<file path="config.mk">
export PLATFORM = sky130hd
export DESIGN_NAME = fifo_reader
export DESIGN_NICKNAME = d
export VERILOG_FILES = /design/src/rtl/fifo_reader.sv
export SDC_FILE = /design/constraint.sdc
export NUM_CORES = 1
export LEC_CHECK = 0
export CAP_MARGIN = 10
export CORE_UTILIZATION = 50
export DETAILED_ROUTE_END_ITERATION = 12
export PLACE_DENSITY = 0.83
export SYNTH_ARGS = -nofsm -noshare
export SYNTH_HDL_FRONTEND = slang
export SYNTH_SLANG_ARGS = --single-unit
</file>
<file path="constraint.sdc">
create_clock -name clock -period 3.6 [get_ports clock]
set_input_delay 0.72 -clock clock [delete_from_list [all_inputs] [get_ports clock]]
set_output_delay 0.72 -clock clock [all_outputs]
set_load 0.01 [all_outputs]
</file>
<file path="src/rtl/fifo_reader.sv">
// fifo_reader: pops a FIFO with one-cycle read latency into a 2-entry skid buffer
// and presents the words on a valid/ready stream, counting deliveries.
module fifo_reader #(
   parameter int WIDTH = 32,
   parameter int CNT_W = 16
) (
   input  logic             clock,
   input  logic             reset,
   input  logic             flush,
   input  logic             fifo_empty,
   input  logic [WIDTH-1:0] fifo_rd_data,
   output logic             fifo_rd_en,
   output logic             out_valid,
   input  logic             out_ready,
   output logic [WIDTH-1:0] out_data,
   output logic [1:0]       occupancy,
   output logic [CNT_W-1:0] words_out
);
   typedef enum logic [1:0] {EMPTY = 2'd0, ONE = 2'd1, TWO = 2'd2} state_t;
   state_t           state;
   logic             inflight;
   logic             capture;
   logic             delivery;
   logic [WIDTH-1:0] b0;
   logic [WIDTH-1:0] b1;
   assign occupancy = state;
   assign out_valid = state != EMPTY;
   assign out_data  = b0;
   assign delivery  = out_valid && out_ready;
   assign capture   = inflight && !flush;
   // Count the in-flight word as already buffered so the two entries can never overflow.
   assign fifo_rd_en = reset && !fifo_empty && !flush &&
                       (({1'b0, occupancy} + {2'b0, inflight}) < (3'd2 + {2'b0, delivery}));
   always_ff @(posedge clock or negedge reset) begin
      if (!reset) begin
         state     <= EMPTY;
         inflight  <= 1'b0;
         words_out <= '0;
         b0        <= '0;
         b1        <= '0;
      end else begin
         inflight <= fifo_rd_en;
         if (delivery) words_out <= words_out + 1'b1;
         if (flush) state <= EMPTY;
         else begin
            case (state)
               EMPTY: if (capture) begin
                  b0    <= fifo_rd_data;
                  state <= ONE;
               end
               ONE: if (capture && delivery) b0 <= fifo_rd_data;
                  else if (capture) begin
                     b1    <= fifo_rd_data;
                     state <= TWO;
                  end else if (delivery) state <= EMPTY;
               TWO: if (delivery) begin
                  b0    <= b1;
                  b1    <= fifo_rd_data;
                  state <= capture ? TWO : ONE;
               end
               default: state <= EMPTY;
            endcase
         end
      end
   end
endmodule
</file>
==> out/summary.txt <==
sequential share of the synthesized area: 55.6%
crit path kind: in -> out
Post-Syn Instances: 260
final setup vio count: 0
synthesized net count: 300
Hold Crit Class: in -> async
RSZ-0062 raised after global routing: no
largest net degree at the start of global routing: 55
Clock Path Buffers: 2
DRC errors left: 0
post-synthesis register bit count: 83
Synth cell types: 31
Yosys top cell by area: dfrtp_1
Worst-path clk slew: 80 ps
final slew viol count: 0
Critical Path Fanout Max: 9
setup_tns: 0 ps
final hold viol count: 0
htree depth: 3
R2R Setup Slk: 1350 ps
Reg2Reg Depth: 5
YS warnings: 0
vias per cell: 5.15
Buffers on Ports: 88
RePlAce Congestion: 0.743
reg-to-reg critical path endpoint: out_data[30]$_DFFE_PN0P_
via count: 2,349
ys flop type: dfrtp_1
initial antenna violation count: 0
DRT iter0 DRCs: 72
Leak Pwr: 0.00210 uW
worst slew pin tran: 682 ps
Final Core Density: 67.1%
CTS resizes: 0
gr usage total: 19.2%
Mapped Avg Cell Area: 14.4 sq um
largest cells by area after synthesis: dfrtp_1 56%, mux2_2 28%, xnor2_1 2.6%, buf_6 2.1%, nand2_1 1.3%
Reg2Reg Launch Point: occupancy[1]$_DFFE_PN0P_
Reg area: 2080 sq um
Clock Sinks: 83
vias in the first global route: 2,405
skew final: 8.93 ps
Worst slew margin: 54.5%
TritonCTS clock tree: done
dpl hpwl: 4640 microns
DRT antenna net count: 0
row count: 31
Num CTS Buffers: 9
IO Pins: 89
height of the die: 88.4 microns
fmax: 317 MHz
Ant. Diodes: 0
core area: 7250 sq um
grt ovf: 0
Multi-input gate area: 1560 sq um
first-pass GRT wire length: 11,300 microns
Setup crit start kind: input pin
drt first pass iters: 4
Worst Path Arrival: 2430 ps
Root Driver: clkbuf_8
Post-CTS Setup Inserts: 0
die width: 88.4 microns
Tmin final: 3150 ps
wire length per cell: 15.1 microns
Mapped Area: 3730 sq um
post-synth top area share: 55.6%
Worst Setup End Kind: output pin
Clk Latency, worst-skew pair: 340 ps
Worst IR Drop VDD: 262 uV
starting density of the core: 51.5%
Fill cells: 560
EDFF count, synth: 0
status: finished, final reports clean
layout cells sized above 1: 33.3%
Routed WL: 6880 microns
Tcrit/Tclk final: 87.6%
die area: 7820 sq um
PD cells: 497 nW/um^2
Required @ worst endpoint: 2880 ps
max capacitance violation total: 0
Area growth, synth to finish: 30.4%
Final Net Count: 392
post-cts hold buffer count: 0
Synth async-reset ratio: 100%
-- cells by family after synthesis --
logic type | Yosys count | synth area share, %
muxes | 96 | 29.0
DFF | 83 | 55.6
and+or+nand+nor | 38 | 5.43
xor gates and xnor gates | 15 | 3.52
buffers and inverters | 13 | 2.85
AOI/OAI and AO/OA | 12 | 2.61
adders and majority gates | 3 | 1.01
-- cells in the final DEF, fill, tap and decap left out, types with 3 or more instances in the layout --
master	count
mux2_2	93
clkdlybuf4s50_1	87
dfrtp_1	83
nand2_1	13
xnor2_1	11
clkbuf_8	10
nor2_1	5
buf_4	5
nor2b_1	4
xor2_1	4
and3_1	3
nand3_1	3
mux2_1	3
ha_1	3
-- layer usage --
| metal | GRT usage (%) | share of wire [%] | routed length, microns |
|---|---|---|---|
| met2 | 31.5 | 50 | 3440 |
| met3 | 4.10 | 5.0 | 341 |
| met1 | 24.8 | 44 | 3020 |
| met4 | 7.62 | 0.99 | 68 |
| met5 | 0 | 0 | 0 |
-- metrics by stage --
step                      hold WS, ps  power, uW  cell area (sq um)  worst slack (ps)  std cells
after floorplan                   424       1440               3730              1550        260
after global placement            460       1760               4670               474        440
after detailed placement          466       1780               4670               440        440
after CTS                         301       2460               4870               422        456
after global routing              318       2550               4870               293        456
final                             290       2420               4870               445        456
-- worst max-delay path by stage --
stage / from / end / slack (ps)
6_report: out_ready / fifo_rd_en / 450
5_1_grt: out_ready / fifo_rd_en / 290
4_1_cts: out_ready / fifo_rd_en / 420
3_5_place_dp: out_ready / fifo_rd_en / 440
3_3_place_gp: out_ready / fifo_rd_en / 470
2_1_floorplan: out_ready / fifo_rd_en / 1550
-- worst max-delay path: stages --
cell and delay [ps]:
clkdlybuf4s50_1 680, nand2_1 120, o21ai_0 150, and4b_1 230, clkdlybuf4s50_1 540
-- cell usage after synthesis, types with 2 or more instances --
master and number:
nor2b_1 5, xor2_1 4, o21ai_0 2, nand3_1 3
buf_2 4, buf_6 7, mux2_1 3, a21oi_1 2
nor2_1 5, nor3_1 2, nand4_1 2, nand2_1 13
mux2_2 93, inv_1 2, dfrtp_1 83, and3_1 3
ha_1 3, xnor2_1 11
-- sequential cells by signal, indices dropped and copies added (netlist names) --
| signal | flops |
|---|---|
| words_out | 16 |
| b1 | 32 |
| inflight | 1 |
| occupancy | 2 |
| out_data | 32 |
-- layout make-up --
type	count	area share, %
Clock buffer	12	2.98
Clock inverter	4	1.03
Inverter	2	0.154
Multi-Input combinational cell	164	32.0
Sequential cell	83	42.7
Tap cell	99	2.54
Timing Repair Buffer	92	18.7
-- power breakdown --
part           switching, uW  internal (uW)  leakage [uW]
clock                    323            339     0.0000926
sequential              96.2           1100       0.00106
combinational            197            369      0.000939
total                    616           1800       0.00210
Power figures use the tool's default switching activity.
